File: config.mk
export PLATFORM = sky130hd
export DESIGN_NAME = entity_loader_flat
export DESIGN_NICKNAME = d
export VERILOG_FILES = /design/src/rtl/entity_loader_if.sv /design/src/rtl/entity_loader.sv /design/src/flat_wrapper.sv
export SDC_FILE = /design/constraint.sdc
export NUM_CORES = 1
export LEC_CHECK = 0
export CAP_MARGIN = 40
export CORE_ASPECT_RATIO = 0.5
export CORE_UTILIZATION = 35
export DETAILED_ROUTE_END_ITERATION = 12
export PLACE_DENSITY = 0.66
export SETUP_SLACK_MARGIN = 0.2
export SKIP_LAST_GASP = 1
export SYNTH_ARGS = -nofsm -noshare
export SYNTH_HDL_FRONTEND = slang
export SYNTH_SLANG_ARGS = --single-unit
File: constraint.sdc
create_clock -name clk -period 2.7 [get_ports clk]
set_clock_uncertainty 0.15 [all_clocks]
set_input_delay 0.54 -clock clk [delete_from_list [all_inputs] [get_ports clk]]
set_output_delay 0.54 -clock clk [all_outputs]
set_load 0.05 [all_outputs]
File: src/rtl/entity_loader_if.sv
// Byte-serial loader bus: packet byte input, frame sync level, and the
// committed entity table with its status pulses.
interface entity_loader_if #(
  parameter int unsigned NUM_SLOTS = 8
);
  logic [7:0]              data_in;
  logic                    data_valid;
  logic                    frame_sync;
  logic [NUM_SLOTS*14-1:0] entities;
  logic                    commit;
  logic                    error;
  logic                    busy;

  // Packet source / table consumer side
  modport master (
    output data_in, data_valid, frame_sync,
    input  entities, commit, error, busy
  );

  // Loader side
  modport slave (
    input  data_in, data_valid, frame_sync,
    output entities, commit, error, busy
  );
endinterface

File: src/rtl/entity_loader.sv
// entity_loader: assembles 3-byte update packets into a shadow table of
// 14-bit entity descriptors and copies it to the active table on each
// rising edge of frame_sync, so the frame-buffer never sees a torn update.
// Optional feature macro: ENTITY_LOADER_CLEAR_EN (single byte 8'hC0 in IDLE
// resets every shadow slot to "unused").
module entity_loader #(
  parameter int unsigned NUM_SLOTS = 8,
  parameter int unsigned TIMEOUT   = 255
) (
  input logic           clk,
  input logic           rst_n,
  entity_loader_if.slave bus
);

  localparam int unsigned DW    = 14;
  localparam int unsigned GAP_W = (TIMEOUT < 2) ? 1 : $clog2(TIMEOUT + 1);
  localparam logic [DW-1:0] UNUSED = 14'h3C00;

  typedef enum logic [1:0] {IDLE, HDR, HI} state_t;

  state_t                  state;
  logic [3:0]              slot;
  logic [5:0]              hi6;
  logic [GAP_W-1:0]        gap;
  logic                    dirty;
  logic                    fs_q;
  logic                    commit;
  logic                    error;
  logic                    busy;
  logic [DW-1:0]           shadow [NUM_SLOTS];
  logic [NUM_SLOTS*DW-1:0] active;

  logic rise_c;
  logic hdr_ok_c;
  logic bad_hdr_c;
  logic wr_c;
  logic timeout_c;

  assign rise_c    = bus.frame_sync & ~fs_q;
  assign hdr_ok_c  = (bus.data_in[7:4] == 4'hA) &&
                     ({1'b0, bus.data_in[3:0]} < 5'(NUM_SLOTS));
  assign wr_c      = (state == HI) && bus.data_valid;
  // Fires on the edge where the idle-cycle count would reach TIMEOUT
  assign timeout_c = (state != IDLE) && !bus.data_valid &&
                     (gap == GAP_W'(TIMEOUT - 1));

`ifdef ENTITY_LOADER_CLEAR_EN
  logic clr_c;
  assign clr_c     = (state == IDLE) && bus.data_valid && (bus.data_in == 8'hC0);
  assign bad_hdr_c = !hdr_ok_c && !clr_c;
`else
  assign bad_hdr_c = !hdr_ok_c;
`endif

  // Packet receive FSM with idle-gap timeout and registered busy/error
  always_ff @(posedge clk or negedge rst_n) begin
    if (!rst_n) begin
      state <= IDLE;
      slot  <= 4'd0;
      hi6   <= 6'd0;
      gap   <= '0;
      busy  <= 1'b0;
      error <= 1'b0;
    end else begin
      error <= 1'b0;
      case (state)
        IDLE: begin
          gap <= '0;
          if (bus.data_valid) begin
            if (hdr_ok_c) begin
              slot  <= bus.data_in[3:0];
              state <= HDR;
              busy  <= 1'b1;
            end else if (bad_hdr_c) begin
              error <= 1'b1;
            end
          end
        end
        HDR: begin
          if (bus.data_valid) begin
            hi6   <= bus.data_in[5:0];
            gap   <= '0;
            state <= HI;
          end else if (timeout_c) begin
            gap   <= '0;
            state <= IDLE;
            busy  <= 1'b0;
            error <= 1'b1;
          end else begin
            gap <= gap + GAP_W'(1);
          end
        end
        HI: begin
          if (bus.data_valid) begin
            gap   <= '0;
            state <= IDLE;
            busy  <= 1'b0;
          end else if (timeout_c) begin
            gap   <= '0;
            state <= IDLE;
            busy  <= 1'b0;
            error <= 1'b1;
          end else begin
            gap <= gap + GAP_W'(1);
          end
        end
        default: begin
          gap   <= '0;
          state <= IDLE;
          busy  <= 1'b0;
        end
      endcase
    end
  end

  // Shadow writes, frame-boundary commit of shadow to active, dirty tracking
  always_ff @(posedge clk or negedge rst_n) begin
    if (!rst_n) begin
      for (int unsigned k = 0; k < NUM_SLOTS; k++) shadow[k] <= UNUSED;
      active <= {NUM_SLOTS{UNUSED}};
      dirty  <= 1'b0;
      fs_q   <= 1'b0;
      commit <= 1'b0;
    end else begin
      fs_q   <= bus.frame_sync;
      commit <= 1'b0;
      // Copy uses pre-edge shadow; a same-edge write keeps dirty set below
      if (rise_c && dirty) begin
        for (int unsigned k = 0; k < NUM_SLOTS; k++) active[k*DW +: DW] <= shadow[k];
        commit <= 1'b1;
        dirty  <= 1'b0;
      end
      if (wr_c) begin
        for (int unsigned k = 0; k < NUM_SLOTS; k++) begin
          if (slot == 4'(k)) shadow[k] <= {hi6, bus.data_in};
        end
        dirty <= 1'b1;
      end
`ifdef ENTITY_LOADER_CLEAR_EN
      if (clr_c) begin
        for (int unsigned k = 0; k < NUM_SLOTS; k++) shadow[k] <= UNUSED;
        dirty <= 1'b1;
      end
`endif
    end
  end

  assign bus.entities = active;
  assign bus.commit   = commit;
  assign bus.error    = error;
  assign bus.busy     = busy;

endmodule

File: src/flat_wrapper.sv
// flat-port wrapper written by rule: the top's interface ports become plain ports
module entity_loader_flat 
#(
  parameter int unsigned NUM_SLOTS = 8,
  parameter int unsigned TIMEOUT   = 255
)
  (clk, rst_n, bus_data_in, bus_data_valid, bus_frame_sync, bus_entities, bus_commit, bus_error, bus_busy);
  entity_loader_if #(.NUM_SLOTS(NUM_SLOTS)) bus_i ();
  input logic clk;
  input logic rst_n;
  input wire logic [$bits(bus_i.data_in)-1:0] bus_data_in;
  input wire logic [$bits(bus_i.data_valid)-1:0] bus_data_valid;
  input wire logic [$bits(bus_i.frame_sync)-1:0] bus_frame_sync;
  output wire logic [$bits(bus_i.entities)-1:0] bus_entities;
  output wire logic [$bits(bus_i.commit)-1:0] bus_commit;
  output wire logic [$bits(bus_i.error)-1:0] bus_error;
  output wire logic [$bits(bus_i.busy)-1:0] bus_busy;
  assign bus_i.data_in = bus_data_in;
  assign bus_i.data_valid = bus_data_valid;
  assign bus_i.frame_sync = bus_frame_sync;
  assign bus_entities = bus_i.entities;
  assign bus_commit = bus_i.commit;
  assign bus_error = bus_i.error;
  assign bus_busy = bus_i.busy;
  entity_loader #(.NUM_SLOTS(NUM_SLOTS), .TIMEOUT(TIMEOUT)) u_core (.clk(clk), .rst_n(rst_n), .bus(bus_i));
endmodule
==> Word-level counts from Yosys, hierarchy flattened <==
Cells that the tools add are included.
Widths: inputs -> output; s select.
{ "word_totals": {"register_bits": 249, "in_bits": 12} }
{ "classes": {"n_addsub": 1, "n_lt_le_gt_ge": 1, "eq_ne": 14, "n_mux": 23, "bitwise": 2, "n_reduce_logical": 23} }
{ "op_table": {"columns": ["op", "count"], "rows": [
  ["$mux 8", 3],
  ["$reduce_and 2->1", 10],
  ["$eq 4x3->1 const B", 4],
  ["$mux 1", 12],
  ["$mux 2", 5],
  ["$add 8x1->8 const B", 1],
  ["$eq 4x2->1 const B", 2],
  ["$eq 8x8->1 const B", 1],
  ["$pmux 2 s3", 1],
  ["$reduce_and 3->1", 2],
  ["$logic_and 1x1->1", 5],
  ["$eq 4x1->1 const B", 1],
  ["$eq 4x4->1 const B", 1],
  ["$logic_not 4->1", 1],
  ["$lt 4x4->1 const B", 1],
  ["$ne 2x2->1 const B", 2],
  ["$reduce_bool 2->1", 2],
  ["$pmux 1 s3", 1],
  ["$eq 2x1->1 const B", 1],
  ["$eq 2x2->1 const B", 1],
  ["$logic_not 2->1", 1],
  ["$ne 2x1->1 const B", 1],
  ["$pmux 1 s2", 1],
  ["$reduce_or 2->1", 1],
  ["3 further kinds", 3]
]} }

==> Longest topological paths before layout <==
{ "logic_depth": {"word_depth": 6, "ltp_mapped": 7, "depth_no_buf": 6} }

==> Worst setup path before layout <==
No wires, ideal clock.
{ "synth_timing": {"path_kind": "register to register", "start": "reg u_core.state[0]", "end": "reg u_core.shadow[62] in the netlist's numbering", "arrival_time_ns": 1.817, "required_time_ns": 2.425, "setup_slack_ns": 0.608, "path_stages_with_launch": 7, "period_less_slack_ns": 2.092, "cell_sequence": "dfrtp_1 -> inv_1 -> ha_1 -> nand2_1 -> nor4_2 -> buf_2 -> mux2_2"} }
{ "synth_via": {"elab_chain_len": 3} }
{ "synth_lines": {"columns": ["element", "line", "rtl"], "rows": [
  ["from (decl)", "entity_loader.sv:21", "state_t state;"],
  ["from (signal assigned)", "entity_loader.sv:58", "state <= IDLE;"],
  ["from (signal assigned)", "entity_loader.sv:72", "state <= HDR;"],
  ["from (signal assigned)", "entity_loader.sv:83", "state <= HI;"],
  ["$eq 2x2->1", "entity_loader.sv:42", "assign wr_c = (state == HI) && bus.data_valid;"],
  ["$logic_and 1x1->1", "entity_loader.sv:42", null],
  ["$reduce_and 2->1 (no source line)", null, null],
  ["to (signal, indexed assignment)", "entity_loader.sv:135", "if (slot == 4'(k)) shadow[k] <= {hi6, bus.data_in};"],
  ["to (decl)", "entity_loader.sv:30", "logic [DW-1:0] shadow [NUM_SLOTS];"]
]} }
Every way passes these cells.
A chain may end at the register's enable or synchronous reset.

==> Final worst setup path <==
{ "layout_timing": {"start": "reg u_core.active[33] (netlist: u_core.bus.entities[33])", "end": "out bus_entities[33]"} }
{ "layout_rtl": {"columns": ["element", "line", "rtl"], "rows": [
  ["from (decl)", "entity_loader.sv:31", "logic [NUM_SLOTS*DW-1:0] active;"],
  ["from (signal assigned)", "entity_loader.sv:120", "active <= {NUM_SLOTS{UNUSED}};"],
  ["to (decl)", "flat_wrapper.sv:14", "output wire logic [$bits(bus_i.entities)-1:0] bus_entities;"]
]} }
No word-level cell between the ends.

==> flow_summary.toml <==
[floorplanning]
io_pins = 127
die_y_um = 120
core-area_um2 = 26800
die_x_um = 237
start_util = 0.361
die_area_um2 = 28300
fp-row-count = 42

[clocking]
cts.clk_slew.worst_paths_ps = 60
cts_tree = "yes"
cts.htree.levels = 1
clkLatencyLatePin_ps = 510
cts_root_buf = "clkbuf_16"
cts_made_buffers = 24
numClockSinks = 249
clk_path_buf_depth = 3

[worst_setup_path]
critPathSlowestCell = "clkdlybuf4s50_1"
critPathRequiredTime_ps = 2010
crit_path_end_kind = "output port"
start_kind = "flop"
critPathMaxFanout = 2
path_class = "reg2out"
path_buf_inv = 1
path_cells = "clkdlybuf4s50_1"
cp_top_family = "buffers and inverters"
cpPeakStageDelay_ps = 820
worstPathArrival_ps = 1740

[synth]
synthCells = 824
synth.distinct_cells = 40
yosysSeqAreaShare = 0.653
yosys_warnings = 0
syn_nets = 842
synth-seq-cells = 249
avgSynthCellArea_um2 = 11.7
synth_area_um2 = 9670

[route]
initialDrtViolationCount = 448
drc = 0
vias_per_cell = 4.73
wl_met1_um = 9830
wl_met3_um = 647
avgRoutedWirePerCell_um = 16.7
drt_pre_antenna_iters = 4
via_count = 6306
ant_nets = 0
met2_length_um = 11500
wirelength_um = 22300
highest_layer = "met4"

[sta]
setup_slack_ps = 266
maxClockFrequency_ghz = 0.411
min_period_over_period = 0.902
period_needed_ps = 2430
rsz0062_at_grt = "no"
tns_ps = 0
slew_violations = 0
setup-violations-final = 0
tightest_slew_ps = 620
finalHoldViolations = 0
relSlewSlack = 0.585

[cells_and_area]
drive_above_1_share = 0.264
most-common-layout-cells = "nand2_1, dfrtp_1, mux2_2"
area_growth_pct = 26.8
layout_commonest_cell = "nand2_1"
final_nets = 981
num-fill-cells = 2432

[global_routing]
antenna_found_initial = 0
first_global_vias = 6605
grt_overflow = 0
grt_max_degree = 73
grt_pass1_wl_um = 36100
grt_use_total = 0.161

[pwr]
p_int_mw = 7.83
switchingPower_mw = 3.98
power_per_cell_area_nw_per_um2 = 963
leakagePower_nw = 6.16
p_sw_frac = 0.337
ir_worst_vdd_mv = 0.471
p_comb_frac = 0.259
pwr-share-clk = 0.291
seqPwrFrac = 0.450

[hold_path]
hold_class = "reg2reg"

[placed_design]
dp_hpwl_um = 14800
place_ws_ps = 217
place.gp.congestion = 0.757
place.port_buffers = 126

[run]
drv_cap = 0

[status]
status = "complete, no violations"
final timing paths:
kind,from,endpoint,slack (ps),cells after the start
worst max-delay path,u_core.bus.entities[33],bus_entities[33],270,1
worst min-delay path,u_core.shadow[94],u_core.bus.entities[24],300,2
worst max register to register,u_core.state[0],u_core.shadow[16],550,7
worst min register to register,u_core.shadow[94],u_core.bus.entities[24],300,2
max in group asynchronous,rst_n,u_core.bus.entities[96],1170,3
min in group asynchronous,rst_n,u_core.bus.entities[16],460,2
synthesized netlist by cell type, drive strengths merged:
cell / n / area, µm²
o21ai: 2 / 10.0
o211ai: 1 / 7.51
mux2: 121 / 1400
clkinv: 1 / 3.75
nand3b: 3 / 22.5
a21o: 2 / 15.0
a21oi: 1 / 5.00
a32o: 2 / 20.0
nor3b: 2 / 25.0
nor4: 1 / 12.5
buf: 15 / 76.3
mux2i: 2 / 20.0
nand3: 5 / 25.0
a32oi: 1 / 8.76
nand4b: 2 / 17.5
ha: 6 / 75.1
nor2b: 1 / 6.26
dfrtp: 185 / 4630
a41oi: 1 / 8.76
clkbuf: 25 / 93.8
nand4: 1 / 6.26
dfstp: 64 / 1680
o2bb2ai: 1 / 8.76
and4b: 1 / 10.0
xnor2: 3 / 26.3
nand2b: 1 / 6.26
or3: 2 / 12.5
and2: 1 / 6.26
nor3: 3 / 20.0
nand2: 343 / 1290
inv: 6 / 22.5
and3: 1 / 6.26
nor2: 14 / 52.6
xor2: 3 / 26.3
and4bb: 1 / 12.5
cells by family (layout without fill, tap and decap cells):
logic type	after synthesis	count (layout)	share of synthesized area
other cells	0	1	0
flops	249	249	0.653
mux	123	123	0.147
compound gates	11	11	0.00867
xor+xnor	6	6	0.00544
fa+ha+maj	6	6	0.00776
buf+inv	47	204	0.0203
simple gates	382	382	0.158
worst min-delay path: cells and delay by family, from the launching register on:
kind | cells | cell delay, ps
DFF | 1 | 370
and+or+nand+nor | 2 | 90
cell type report:
class                   count  area [µm²]  share of cell area
well taps                 352         440              0.0359
clock inverters            11         113             0.00918
repair buffers            153        1490               0.122
multi-input cells         528        3170               0.258
clock buffers              33         706              0.0575
inverters                   7        27.5             0.00224
diodes                      1        2.50            0.000204
flip-flops and latches    249        6310               0.515
routing by layer:
| metal | vias to the layer above | track usage |
|---|---|---|
| met2 | 76 | 0.283 |
| met1 | 3268 | 0.210 |
| met5 | - | 0 |
| met3 | 20 | 0.0237 |
| met4 | 0 | 0.0398 |
| li1 | 2942 | - |
state kept, by name, indices dropped and copies added (netlist names):
signal,count
u_core.state,2
u_core.gap,8
u_core.dirty,1
u_core.hi6,6
u_core.bus.busy,1
u_core.fs_q,1
u_core.bus.error,1
u_core.slot,4
u_core.bus.entities,112
u_core.shadow,112
u_core.bus.commit,1
power groups by stage:
stage               Clock, mW  Combinational, mW  Sequential (mW)
CTS                      3.51               3.10             5.33
global route             3.66               3.26             5.43
detailed placement          0               3.12             5.39
finish                   3.43               3.06             5.32
global placement            0               3.06             5.35
floorplan                   0               1.05             6.21
timing repair:
action | CTS | global route
resized for setup | 32 | 0
endpoints found under the hold margin | 56 | 0
endpoints found under the setup margin | 32 | 0
buffers inserted | 0 | 0
hold buffers | 1 | 0
stage by stage:
stage / utilization / cells / hold WS, ps / power [mW] / instance area (µm²)
after global placement: 0.428 / 1288 / 290 / 8.41 / 11500
after global routing: 0.457 / 1333 / 320 / 12.3 / 12300
final: 0.458 / 1334 / 303 / 11.8 / 12300
after detailed placement: 0.428 / 1288 / 292 / 8.51 / 11500
after floorplan: - / 824 / 94.4 / 7.26 / 9670
after CTS: 0.457 / 1333 / 305 / 11.9 / 12300
Power figures use the tool's default switching activity.
==> variant (config.mk and constraints unchanged) <==
Add a define of `ENTITY_LOADER_CLEAR_EN`.
--- a/src/rtl/entity_loader.sv
+++ b/src/rtl/entity_loader.sv
@@ -3,6 +3,8 @@
 // rising edge of frame_sync, so the frame-buffer never sees a torn update.
 // Optional feature macro: ENTITY_LOADER_CLEAR_EN (single byte 8'hC0 in IDLE
 // resets every shadow slot to "unused").
+`define ENTITY_LOADER_CLEAR_EN
+
 module entity_loader #(
   parameter int unsigned NUM_SLOTS = 8,
   parameter int unsigned TIMEOUT   = 255
Check against the original RTL: not equivalent (Yosys sat finds a counterexample within 4 cycles, from zero or initial values and one cycle with rst_n low).
==> variant against the unedited design <==
- total power increased by 7.0%
- final cell count increased by 21%
- register-to-register slack got worse by 0.04 ns
- setup slack got worse by 0.016 ns
- final area increased by 2.7%
- largest power group unchanged
- critical endpoint is now bus_entities[8]
- sequential cell count unchanged
- critical path depth unchanged
- wire length increased by 17%
- area after synthesis increased by 4.5%
==> variant: results (changes against the unedited design) <==
INITIALDRTVIOLATIONCOUNT=683  # was 448
POSTSYNTHAREAPERCELL_UM2=9.23  # was 11.7 um^2
GLOBALROUTETOTALUTIL_PCT=17.8  # was 16.1%
GRT_PASS1_WL_UM=41900  # was 36100 um
SYNTH_NETS=1113  # was 842
DP_SLACK_NS=0.191  # was 0.217 ns
WORST-ENDPOINT-ARRIVAL_NS=1.76  # was 1.74 ns
CRITPATHCAPTURE='bus_entities[8]'  # was bus_entities[33]
ANTENNA-DIODE-COUNT=0  # was 1
FIN_CELLS=1612  # was 1334
FIRST_GLOBAL_VIAS=7930  # was 6605
RRSETUPSLACK_NS=0.51  # was 0.55 ns
SLEW_HR_PCT=56.9  # was 58.5%
POWER.COMBINATIONAL.FRACTION_PCT=28.3  # was 25.9%
REGISTER_AREA_SHARE_AFTER_SYNTHESIS_PCT=62.5  # was 65.3%
YS_TOP_CELLS_BY_AREA='dfrtp_1 (46%), nand2_1 (21%), dfstp_2 (17%)'  # was dfrtp_1 (48%), dfstp_2 (17%), nand2_1 (13%)
FIRST_PASS_ITERS=5  # was 4
NUMBER_OF_DISTINCT_STANDARD_CELLS_REFERENCED_BY_THE_SYNTHESIZED_NETLIST=49  # was 40
DRIVE_ABOVE_1_SHARE_PCT=13.2  # was 26.4%
LKG_PWR_uW=0.00633  # was 0.00616 uW
SEQ-POWER_uW=5670  # was 5320 uW
DPL.HPWL_UM=16800  # was 14800 um
OUTCOME='finished, final reports clean'  # unchanged
R2R_CELLS=6  # was 7
GRT_START_MAX_NET_PINS=113  # was 73
GP_CONGESTION=0.809  # was 0.757
WORST_R2R_ENDPOINT='u_core.shadow[73]'  # was u_core.shadow[16]
NUM-NETS-FINAL=1231  # was 981
CLKLATENCYLATEPIN_NS=0.53  # was 0.51 ns
CRITICAL_PATH.STARTPOINT='u_core.bus.entities[8]'  # was u_core.bus.entities[33]
POWER.IR.VDD_WORST_uV=476  # was 471 uV
SYNTH.CELLS.MOST_FREQUENT='nand2_1 (572), dfrtp_1 (185), nand3_1 (88)'  # was nand2_1 (343), dfrtp_1 (185), mux2_2 (111)
P_INT_uW=7960  # was 7830 uW
DESIGN_POWER_TOTAL_uW=12600  # was 11800 uW
## variant: cell types whose count changed in the layout (fill, tap and decap cells not counted), moves of 5 or more
cell     before  now
nand2_1     343  572
a21oi_1       1   33
nand3_1       5   88
mux2_4       10    0
buf_4        21   29
nor2_2        0    5
mux2_2      111    6
## variant: timing repair
action                                 CTS  global route
setup buffers                            0             0
endpoints found under the hold margin   43             0
setup endpoints to repair               33             0
hold buffers                             1             0
gates resized for setup                 33             0
## variant: area by class of cell
type,count,area (um^2)
Fill cell,2612,15400
Tap cell,382,478
Multi-Input combinational cell,771,3450
Inverter,7,27.5
Clock buffer,30,633
Timing Repair Buffer,160,1530
Sequential cell,249,6310
Clock inverter,13,161
## variant: metal layers
metal / vias to the layer above / part of all wire [%] / GRT usage, %
met1: 3914 / 43 / 23.4
met3: 43 / 6.5 / 3.22
met2: 207 / 48 / 30.4
met4: 0 / 2.6 / 5.10
met5: - / 0 / 0
li1: 3678 / - / -
## variant: cell families (layout without fill, tap and decap cells)
group / Yosys count / after routing / share of synthesized area [%]
mux: 10 / 10 / 1.10
flops: 249 / 249 / 62.5
buf+inv: 75 / 210 / 3.45
xor+xnor: 6 / 6 / 0.520
simple gates: 707 / 707 / 29.2
fa+ha+maj: 6 / 6 / 0.743
compound gates: 42 / 42 / 2.56
## variant: how the worst min path moves through the flow
stage,from,endpoint,slack [ns],cells after the start
global route,u_core.bus.entities[95],u_core.bus.entities[95],0.32,2
detailed placement,u_core.shadow[40],u_core.bus.entities[82],0.29,2
finish,u_core.shadow[96],u_core.bus.entities[26],0.30,2
CTS,u_core.shadow[40],u_core.bus.entities[82],0.31,2
floorplan,rst_n,u_core.bus.busy,0.09,0
global placement,u_core.shadow[39],u_core.bus.entities[81],0.29,2
